**config.mk**
```make
export PLATFORM = sky130hd
export DESIGN_NAME = logic_unit_pipe
export DESIGN_NICKNAME = d
export VERILOG_FILES = /design/src/rtl/logic_unit_pkg.sv /design/src/rtl/logic_pipe_stage.sv /design/src/rtl/logic_unit_pipe.sv
export SDC_FILE = /design/constraint.sdc
export NUM_CORES = 1
export LEC_CHECK = 0
export ABC_CLOCK_PERIOD_IN_PS = 2510
export CORE_MARGIN = 2
export CORE_UTILIZATION = 30
export CTS_CLUSTER_DIAMETER = 200
export DETAILED_ROUTE_END_ITERATION = 6
export PLACE_DENSITY = 0.51
export SLEW_MARGIN = 20
export SYNTH_ARGS = -nofsm -noshare
export SYNTH_HDL_FRONTEND = slang
export SYNTH_SLANG_ARGS = --single-unit
```
**constraint.sdc**
```tcl
create_clock -name clk -period 2.51 [get_ports clk]
set_clock_uncertainty 0.15 [all_clocks]
set_input_delay 0.753 -clock clk [delete_from_list [all_inputs] [get_ports clk]]
set_output_delay 0.753 -clock clk [all_outputs]
set_load 0.03 [all_outputs]
```
**src/rtl/logic_unit_pkg.sv**
```systemverilog
// Shared op encoding for the pipelined bitwise logic unit.
package logic_unit_pkg;

  localparam int unsigned OP_W = 3;

  typedef enum logic [OP_W-1:0] {
    OP_NOT  = 3'd0,
    OP_AND  = 3'd1,
    OP_OR   = 3'd2,
    OP_XOR  = 3'd3,
    OP_NAND = 3'd4,
    OP_NOR  = 3'd5,
    OP_XNOR = 3'd6,
    OP_PASS = 3'd7
  } logic_op_t;

endpackage

```
**src/rtl/logic_pipe_stage.sv**
```systemverilog
// One valid/ready register slice; loads whenever empty or its consumer takes the current beat.
module logic_pipe_stage #(
  parameter int unsigned DW = 32
) (
  input  logic          clk,
  input  logic          rst_n,
  input  logic          s_valid,
  output logic          s_ready_c,
  input  logic [DW-1:0] s_data,
  output logic          m_valid,
  input  logic          m_ready,
  output logic [DW-1:0] m_data
);

  logic advance_c;

  assign advance_c = !m_valid || m_ready;
  // Held low during reset so nothing upstream counts a transfer.
  assign s_ready_c = rst_n && advance_c;

  always_ff @(posedge clk) begin
    if (!rst_n) begin
      m_valid <= 1'b0;
      m_data  <= '0;
    end else if (advance_c) begin
      m_valid <= s_valid;
      if (s_valid) m_data <= s_data;
    end
  end

endmodule

```
**src/rtl/logic_unit_pipe.sv**
```systemverilog
// Bitwise logic unit followed by STAGES valid/ready register slices.
// Optional zero flag output enabled by LOGIC_UNIT_PIPE_ZERO_FLAG_EN.
module logic_unit_pipe
  import logic_unit_pkg::*;
#(
  parameter int unsigned WIDTH  = 32,
  parameter int unsigned STAGES = 2
) (
  input  logic             clk,
  input  logic             rst_n,
  input  logic             in_valid,
  output logic             in_ready,
  input  logic [OP_W-1:0]  op,
  input  logic [WIDTH-1:0] a,
  input  logic [WIDTH-1:0] b,
  output logic             out_valid,
  input  logic             out_ready,
  output logic [WIDTH-1:0] f
`ifdef LOGIC_UNIT_PIPE_ZERO_FLAG_EN
  ,
  output logic             zero
`endif
);

`ifdef LOGIC_UNIT_PIPE_ZERO_FLAG_EN
  localparam int unsigned DW = WIDTH + 1;
`else
  localparam int unsigned DW = WIDTH;
`endif

  logic [WIDTH-1:0] res_c;
  logic [STAGES:0]  vld;
  logic [STAGES:0]  rdy;
  logic [DW-1:0]    dat [STAGES+1];

  // Result is formed before the first register; later stages only carry it.
  always_comb begin
    res_c = '0;
    case (logic_op_t'(op))
      OP_NOT:  res_c = ~a;
      OP_AND:  res_c = a & b;
      OP_OR:   res_c = a | b;
      OP_XOR:  res_c = a ^ b;
      OP_NAND: res_c = ~(a & b);
      OP_NOR:  res_c = ~(a | b);
      OP_XNOR: res_c = ~(a ^ b);
      default: res_c = a;
    endcase
  end

`ifdef LOGIC_UNIT_PIPE_ZERO_FLAG_EN
  assign dat[0] = {(res_c == '0), res_c};
  assign zero   = dat[STAGES][WIDTH];
`else
  assign dat[0] = res_c;
`endif

  assign vld[0]      = in_valid;
  assign in_ready    = rdy[0];
  assign rdy[STAGES] = out_ready;
  assign out_valid   = vld[STAGES];
  assign f           = dat[STAGES][WIDTH-1:0];

  for (genvar i = 0; i < STAGES; i++) begin : g_stage
    logic_pipe_stage #(.DW(DW)) u_stage (
      .clk       (clk),
      .rst_n     (rst_n),
      .s_valid   (vld[i]),
      .s_ready_c (rdy[i]),
      .s_data    (dat[i]),
      .m_valid   (vld[i+1]),
      .m_ready   (rdy[i+1]),
      .m_data    (dat[i+1])
    );
  end

endmodule

```
Word level (Yosys, flattened, before mapping):

Index checks and enable logic that the tools add are counted.

* equal/unequal tests: 6
* bitwise gates (word level): 7
* reductions and logical operators: 9
* muxes and demuxes: 1

Operators by type and width (number)
* one-hot mux 32 bit (7 select lines): 1
* inverter 32 bit: 4
* bitwise AND 32 bit: 1
* bitwise OR 32 bit: 1
* bitwise XOR 32 bit: 1
* equality test 3 bit, second input constant: 3
* equality test 3 x 2 -> 1 bit, second input constant: 2
* AND reduction 2 bit: 2
* equality test 3 x 1 -> 1 bit, second input constant: 1
* zero test 3 bit: 1
* logical AND 1 bit: 2
* zero test 1 bit: 2
* logical OR 1 bit: 2

* register bits after elaboration: 66
* input bits: 71

Longest topological paths before layout:

Gate-level depths: netlist of the first run.

* depth in word-level cells: 5
* gate-level depth with buffers: 7

By module:

A second synthesis of the first run with hierarchy kept.

* cell total of the unflattened synthesis: 773
* area total of the unflattened synthesis: 6318.6 um^2

By module, submodules not included
* logic_unit_pipe: cells an instance 483, area each 3588.4 um^2, sequential area each 0.0 um^2, times used 1
* logic_pipe_stage: cells an instance 145, area each 1365.1 um^2, sequential area each 660.6 um^2, times used 2

Least setup slack after synthesis of the first run:

No wires, ideal clock.

* kind: input -> output
* start: input rst_n
* end: output in_ready
* cell stages on the path: 3
* buffers on the path: 2
* setup slack: 0.172 ns
* arrival: 1.435 ns
* path through: clkbuf_2 > clkbuf_1 > and2_1

* word-level cells in the longest chain between the ends: 3

RTL lines
* from (decl): RTL line logic_unit_pipe.sv:10 `input logic rst_n,`
* logical AND 1 bit: RTL line logic_pipe_stage.sv:19 `assign s_ready_c = rst_n && advance_c;`
* logical OR 1 bit: RTL line logic_pipe_stage.sv:17 `assign advance_c = !m_valid || m_ready;`
* logical AND 1 bit *: RTL line logic_pipe_stage.sv:19
* to (decl): RTL line logic_unit_pipe.sv:12 `output logic in_ready,`

Every way passes the cells marked *; elsewhere a longest branch is shown, timed or not.

Worst setup path in the final report of the first run:

Same ends and word-level chain as after synthesis.

==> results of run 1 <==
==> logic make-up after synthesis <==
logic type                 count (synthesis)
AOI/OAI and AO/OA                        213
buffers and inverters                    162
adders and majority gates                 64
DFF                                       66
muxes                                     52
and+or+nand+nor                          185
==> stage by stage <==
step / TNS, ns / instance area [um^2] / hold slack (ns)
after floorplan: 0 / 5800 / 0.275
after global placement: -0.797 / 7120 / 0.289
after detailed placement: -0.995 / 7120 / 0.293
after CTS: 0 / 7440 / 0.302
after global routing: 0 / 7440 / 0.321
final: 0 / 7440 / 0.297
==> final timing paths <==
check                                from                             to  slack (ns)  cells past startpoint
max reg2reg    g_stage[0].u_stage.m_valid  g_stage[0].u_stage.m_data[10]        0.84                      7
min          g_stage[0].u_stage.m_data[3]   g_stage[0].u_stage.m_data[3]        0.30                      2
min reg2reg  g_stage[0].u_stage.m_data[3]   g_stage[0].u_stage.m_data[3]        0.30                      2
max                                 rst_n                       in_ready        0.06                      3
==> repair_timing <==
action,4_1_cts,5_1_grt
buffers inserted,1,0
resized for setup,3,0
endpoints found under the setup margin,1,0
hold buffers,0,0
==> critical path, stage by stage <==
cell and delay, ns:
clkdlybuf4s50_1 0.52, and2_4 0.16, buf_6 0.12
==> registers in the layout, indices dropped and copies added (netlist names) <==
signal,cells
g_stage.u_stage.m_valid,2
g_stage.u_stage.m_data,64
==> layout by cell type, fill, tap and decap left out, drive strengths merged, types with 15 or more instances in the layout <==
cell type / count
a21boi: 35
buf: 58
clkdlybuf4s50: 99
dfxtp: 66
ha: 64
inv: 75
mux2: 17
mux2i: 35
nand2: 123
nand3: 16
nor2: 24
o211ai: 15
o21ai: 64
==> area by class of cell <==
class	count	area share (%)
multi-input combinational	514	49.4
timing repair buffer	158	20.5
sequential	66	17.8
tap	260	4.37
inverter	76	3.84
clock buffer	12	3.45
clock inverter	4	0.673
==> layer usage <==
layer / GRT usage (%) / part of all wire (%) / vias to the layer above
met5: 0 / 0 / -
met4: 4.90 / 1.2 / 0
met3: 2.15 / 3.7 / 11
met2: 24.6 / 44 / 106
met1: 23.0 / 51 / 2344
li1: - / - / 2726
==> power groups by stage <==
stage | logic, uW | registers [uW] | clock network, uW
floorplan | 567 | 1160 | 0
global placement | 882 | 1180 | 0
detailed placement | 886 | 1180 | 0
CTS | 892 | 1160 | 1360
global route | 986 | 1160 | 1390
finish | 885 | 1160 | 1320
==> out/results.tsv, run 1 <==
metric	value	unit
status	finished, final reports clean	
largest net degree at the start of global routing	35	
Routed Antenna Nets	0	
final hold violations	0	
DP HPWL	11600	um
post-synth top area cell	dfxtp_1	
GRT overflow	0	
CP startpoint kind	input port	
total wire length	16000	um
Clock Path Buffers	2	
Max-cap violations	0	
minimum clock period	2.45	ns
I/O Buffers	104	
synthesized area per cell	7.82	um^2
Ports	105	
Num CTS Buffers	9	
Max FO, Critical Path	2	
Mapped Cells	742	
Critical Path RT	1.61	ns
Post-synth EDFFs	0	
LEAKAGE	0.00312	uW
most common cell in the netlist	nand2_1	
Async SR Flop Fraction	0	%
commonest cells in the netlist	123 x nand2_1, 74 x inv_1, 66 x dfxtp_1	
area occupied by multi-input gates	0.00368	mm^2
min-delay worst type	flip-flop to flip-flop	
clk slew on worst S/H paths	0.06	ns
post-synth top area share	22.8	%
VDD IR max	0.000212	V
CTS tree	yes	
full die area	0.0205	mm^2
area grow syn2layout	28.1	%
Worst-Skew Late Latency	0.34	ns
synth top area cells	dfxtp_1 23%, ha_1 14%, nand2_1 8.0%	
Slew @ Worst Pin	0.561	ns
sequential share of the synthesized area	22.8	%
Max Fclk	0.408	GHz
Tot Pwr	3360	uW
Clk network pwr share	39.3	%
post-synthesis adder-cell area fraction	13.8	%
Final Setup Violations	0	
flops & latches, synth	66	
Ys Warns	0	
CTS Sinks	66	
Slew Limit Fails	0	
share of power burned in combinational logic	26.3	%
Starting Density	30.8	%
Post-Route Utilization	39.5	%
largest family of logic cells by synthesized area	compound AO/OA/AOI/OAI gates	
Initial DRC Count	300	
switching power	997	uW
initial antenna violation count	0	
vias in the first global route	4923	
switching share of power	29.7	%
Core ar.	0.0188	mm^2
nets@finish	960	
fill count	1952	
Simple-Gate Fraction of Synth Area	13.4	%
routed len/inst	14.6	um
RSZ-0062 raised after global routing	no	
Setup WS post-layout	0.0597	ns
antenna cells	0	
first-pass iteration count of the detailed router	4	
Net Count, Synth	877	
htree depth	3	
Internal Dissipation	2360	uW
Register Area	0.00132	mm^2
Netlist cell types	48	
gr usage total	16.0	%
Final period util	97.6	%
Die X	143	um
drt drc	0	
dpl ws	-0.125	ns
Die H	143	um
Main synth FF type	dfxtp_1	
Cell Area, Synth	0.00580	mm^2
row cnt	50	
Relative slew margins	62.5	%
via/cell ratio	4.76	
vias	5187	
CP arrival	1.55	ns
fraction of synthesized cell area in xor and xnor cells	0	%
share of layout cells above drive strength 1	10.7	%
register share of total power	34.4	%
multiplexer share of the synthesized area	9.40	%
complex-gate fraction of the synthesized area	26.5	%
root buf cell	clkbuf_16	
Placed Instances	1073	
first-pass GRT wire length	25900	um
Finished Layout Cells	1090	
Crit. End Element	output pin	
Pwr Density	452	mW/mm^2
gpl congestion	0.823	
critical path type	input port to output pin	
(Power assumes the default switching activity.)
==> inputs of run 2 (changes only) <==
--- a/config.mk
+++ b/config.mk
@@ -5,12 +5,13 @@
 export SDC_FILE = /design/constraint.sdc
 export NUM_CORES = 1
 export LEC_CHECK = 0
-export ABC_CLOCK_PERIOD_IN_PS = 2510
+export ABC_CLOCK_PERIOD_IN_PS = 2700
 export CORE_MARGIN = 2
 export CORE_UTILIZATION = 30
 export CTS_CLUSTER_DIAMETER = 200
 export DETAILED_ROUTE_END_ITERATION = 6
 export PLACE_DENSITY = 0.51
+export SKIP_CTS_REPAIR_TIMING = 1
 export SLEW_MARGIN = 20
 export SYNTH_ARGS = -nofsm -noshare
 export SYNTH_HDL_FRONTEND = slang
==> constraint.sdc (replaced) <==
create_clock -name clk -period 2.7 [get_ports clk]
set_clock_uncertainty 0.15 [all_clocks]
set_input_delay 0.81 -clock clk [delete_from_list [all_inputs] [get_ports clk]]
set_output_delay 0.81 -clock clk [all_outputs]
set_load 0.03 [all_outputs]
==> out/results.tsv, run 2 (synthesis gave the netlist of run 1 again) <==
metric	value	unit	change
status	finished, final reports clean		
minimum clock period	2.66	ns	
CP arrival	1.70	ns	+0.15 ns
CTS Sinks	66		unchanged
Num CTS Buffers	9		unchanged
Critical Path RT	1.74	ns	+0.13 ns
Die X	143	um	unchanged
drt drc	0		unchanged
Slew @ Worst Pin	0.581	ns	+0.0201 ns
full die area	0.0205	mm^2	unchanged
Final Setup Violations	0		unchanged
largest register by flop count	g_stage.u_stage.m_data		
Tot Pwr	3050	uW	-9.3%
Routed Antenna Nets	0		unchanged
clk slew on worst S/H paths	0.06	ns	about the same
critical path type	input port to output pin		
DP HPWL	11500	um	-1.2%
Max-cap violations	0		unchanged
Crit. End Element	output pin		
area grow syn2layout	24.8	%	
via/cell ratio	4.79		+0.58%
Die H	143	um	unchanged
root buf cell	clkbuf_16		
Clock Path Buffers	2		unchanged
Starting Density	30.8	%	unchanged
gr usage total	16.1	%	+0.12 points
routed len/inst	15.0	um	+2.7%
first-pass iteration count of the detailed router	4		unchanged
Initial DRC Count	209		-30%
first-pass GRT wire length	25700	um	-0.74%
most frequent cells in the layout	123 x nand2_1, 100 x clkdlybuf4s50_1, 74 x inv_1		
Slew Limit Fails	0		unchanged
Max Fclk	0.376	GHz	
Max FO, Critical Path	2		unchanged
top flop regs	g_stage.u_stage.m_data: 64 flops, g_stage.u_stage.m_valid: 2 flops		
VDD IR max	0.000207	V	-2.5%
GRT overflow	0		unchanged
total wire length	16100	um	+0.61%
Largest register FFs	64		unchanged
Core ar.	0.0188	mm^2	unchanged
nets@finish	938		-2.3%
Worst-Skew Late Latency	0.34	ns	about the same
Relative slew margins	61.2	%	-1.3 points
final hold violations	0		unchanged
vias	5112		-1.4%
I/O Buffers	104		unchanged
most common cell after layout, fill and taps aside	nand2_1		
initial antenna violation count	0		unchanged
LEAKAGE	0.00299	uW	-3.9%
Post-Route Utilization	38.5	%	-1.0 points
htree depth	3		unchanged
Ports	105		unchanged
min-delay worst type	flip-flop to flip-flop		
antenna cells	0		unchanged
gpl congestion	0.796		-3.3%
largest net degree at the start of global routing	41		+17%
vias in the first global route	4785		-2.8%
row cnt	50		unchanged
CP startpoint kind	input port		
share of layout cells above drive strength 1	8.17	%	-2.6 points
Final period util	98.4	%	
CTS tree	yes		
Pwr Density	421	mW/mm^2	-6.8%
run 2: layer usage:
| metal | wire (um) | GRT usage, % | share of wire [%] |
|---|---|---|---|
| met5 | 0 | 0 | 0 |
| met3 | 713 | 2.82 | 4.4 |
| met2 | 6990 | 24.3 | 44 |
| met4 | 251 | 5.32 | 1.6 |
| met1 | 8090 | 23.0 | 50 |
run 2: critical path, stage by stage:
cell	delay, ns
clkdlybuf4s50_1	0.41
nand3b_1	0.18
and2_4	0.17
buf_6	0.13
run 2: power breakdown:
group	total [uW]	internal, uW	switching [uW]
Combinational	797	380	417
Sequential	1070	1030	43.2
Clock	1180	712	466
Total	3050	2120	926
run 2: cell type report:
cell class                      instances  area (um^2)
Sequential cell                        66         1320
Fill cell                            1974        11600
Clock buffer                           11          233
Multi-Input combinational cell        514         3680
Inverter                               76          285
Tap cell                              260          325
Timing Repair Buffer                  136         1350
Clock inverter                          5         55.1
run 2: final timing paths:
kind | startpoint | end | slack [ns] | cells past startpoint
max | out_ready | in_ready | 0.04 | 4
min | g_stage[0].u_stage.m_data[21] | g_stage[0].u_stage.m_data[21] | 0.30 | 2
max reg2reg | g_stage[0].u_stage.m_valid | g_stage[0].u_stage.m_data[6] | 1.06 | 6
min reg2reg | g_stage[0].u_stage.m_data[21] | g_stage[0].u_stage.m_data[21] | 0.30 | 2
run 2: through the flow:
step | hold WS (ns) | cell area [um^2] | instances | setup TNS [ns] | worst slack [ns]
floorplan | 0.275 | 5800 | 742 | 0 | 0.248
global placement | 0.288 | 6940 | 1051 | 0 | 0.0259
detailed placement | 0.293 | 6940 | 1051 | -0.0374 | -0.0205
CTS | 0.303 | 7230 | 1067 | -0.00144 | -0.00144
global route | 0.314 | 7240 | 1068 | -0.0100 | -0.0100
finish | 0.298 | 7240 | 1068 | 0 | 0.0431
==> variant (settings of run 2) <==
`STAGES`: 2 -> 1.
--- a/src/rtl/logic_unit_pipe.sv
+++ b/src/rtl/logic_unit_pipe.sv
@@ -4,7 +4,7 @@
   import logic_unit_pkg::*;
 #(
   parameter int unsigned WIDTH  = 32,
-  parameter int unsigned STAGES = 2
+  parameter int unsigned STAGES = 1
 ) (
   input  logic             clk,
   input  logic             rst_n,
Behaviour: not the same (a bounded check fails within 4 cycles, from zero or initial values and one cycle with rst_n low).
==> variant against run 2 <==
Final cell count down 17%. Global-route usage up 1.4 points. Die area down 23%. Total power down 32%. Synthesized area down 24%. Sequential cell count down 33. Design area down 20%. Critical path depth unchanged. Setup slack better by 0.0085 ns. Routed wire length down 13%. Critical path type unchanged. Largest cell class unchanged. Highest routed layer unchanged.
==> variant: results (changes against run 2) <==
- Top post-synthesis cells by area: ha_1 (18%), dfxtp_1 (15%), inv_1 (6.4%) (was dfxtp_1 (23%), ha_1 (14%), nand2_1 (8.0%))
- Largest net degree at the start of global routing: 64 (was 41)
- Comb_multi_in: 456 (was 514)
- Result of the run: finished, final reports clean (unchanged)
- First-pass GRT wire length: 22.6 mm (was 25.7 mm)
- Number of unique standard cell types used by synthesis: 55 (was 48)
- Worst supply voltage drop on vdd: 0.209 mV (was 0.207 mV)
- Global-route met3 utilization: 3.42% (was 2.82%)
- End of the worst register-to-register path: g_stage[0].u_stage.m_data[23]$_SDFFE_PN0P_ (was g_stage[0].u_stage.m_data[6]$_SDFFE_PN0P_)
- Footprint of the flip-flops and latches: 661 µm² (was 0.00132 mm²)
- Number of global-route vias before repair: 4562 (was 4785)
- Average wire per cell in the routed design: 15.7 µm (was 15.0 µm)
- Period Utilization, post-route: 98.1% (was 98.4%)
- Max incr delay on CP: 0.39 ns (was 0.41 ns)
- Final-layout clock buffer total: 7 (was 11)
- Share of the final layout cell area in multi-input gates: 55.3% (was 50.8%)
- Level count of the clock H-tree: 2 (was 3)
- Clock buffer count from CTS: 5 (was 9)
- Clock network share of area: 2.72% (was 3.97%)
- Slack of the worst reg-to-reg path: 1.27 ns (was 1.06 ns)
- Part of the Yosys area used for sequential elements: 14.9% (was 22.8%)
- Count of state elements after synthesis: 33 (was 66)
- Filler cell count in the final layout: 1501 (was 1974)
- Number of cells on the worst reg-to-reg path: 5 (was 6)
- Met2 global-route usage: 29.4% (was 24.3%)
- GR Layer Usage met1: 22.2% (was 23.0%)
- Worst slack on hold paths: 0.299 ns (was 0.298 ns)
- PnR Total Power: 0.00207 W (was 0.00305 W)
- Start point of the worst min-delay path: g_stage[0].u_stage.m_data[27]$_SDFFE_PN0P_ (was g_stage[0].u_stage.m_data[21]$_SDFFE_PN0P_)
- Flip-flop count of the largest register after layout: 32 (was 64)
- Worst slack at placement: -0.0110 ns (was -0.0205 ns)
- Vias/cell: 5.35 (was 4.79)
- Number of optimization iterations in the first detailed-route pass: 4 (unchanged)
- Largest registers: g_stage.u_stage.m_data (32), g_stage.u_stage.m_valid (1) (was g_stage.u_stage.m_data (64), g_stage.u_stage.m_valid (2))
- Most common flop cell mapped by yosys: dfxtp_1 (unchanged)
- Clock latency on the worst-skew pair: 0.30 ns (was 0.34 ns)
- Number of diodes: 0 (unchanged)
- Non-clock buffering overhead: 21.7% (was 18.6%)
- Net count after synthesis: 748 (was 877)
- Actual transition at the worst max-transition pin: 0.829 ns (was 0.581 ns)
- Pint: 0.00132 W (was 0.00212 W)
- Clk. pwr: 0.000657 W (was 0.00118 W)
- Global-route usage over all layers: 17.5% (was 16.1%)
- Leading cell types by count after synthesis: inv_1 (75), nand2_1 (69), ha_1 (64), nor2_1 (51), dfxtp_1 (33) (was nand2_1 (123), inv_1 (74), dfxtp_1 (66), ha_1 (64))
- Fraction of final layout cells with drive strength greater than 1: 6.44% (was 8.17%)
- Static Leakage: 2.51 nW (was 2.99 nW)
- Gpl congestion: 0.781 (was 0.796)
- Final HPWL DP: 9.88 mm (was 11.5 mm)
[variant: changes by cell type in the layout (fill, tap and decap cells not counted), moves of 12 or more]
cell      change
nand2_1      -54
a211oi_1     +14
nand2b_1     +12
nor2_1       +28
a21boi_1     -30
o21ai_0      -22
o31ai_1      -12
mux2_1       -14
dfxtp_1      -33
mux2i_1      -22
[variant: cells by family after synthesis]
kind of cell	count (synthesis)	share of synthesized area (%)
mux	16	3.70
flops	33	14.9
compound gates	190	30.8
simple gates	186	19.6
buf+inv	124	12.9
fa+ha+maj	64	18.1
[variant: metal layers]
| metal | share of wire, % | vias to the layer above |
|---|---|---|
| met5 | 0 | - |
| met4 | 2.5 | 0 |
| met3 | 4.1 | 22 |
| met2 | 47 | 113 |
| met1 | 46 | 2238 |
| li1 | - | 2347 |
[variant: through the flow]
step	util (%)	area, µm²	cells
2_1_floorplan	-	4430	613
3_3_place_gp	38.9	5640	875
3_5_place_dp	38.9	5640	875
4_1_cts	40.0	5800	883
5_1_grt	40.0	5800	883
6_report	40.0	5800	883
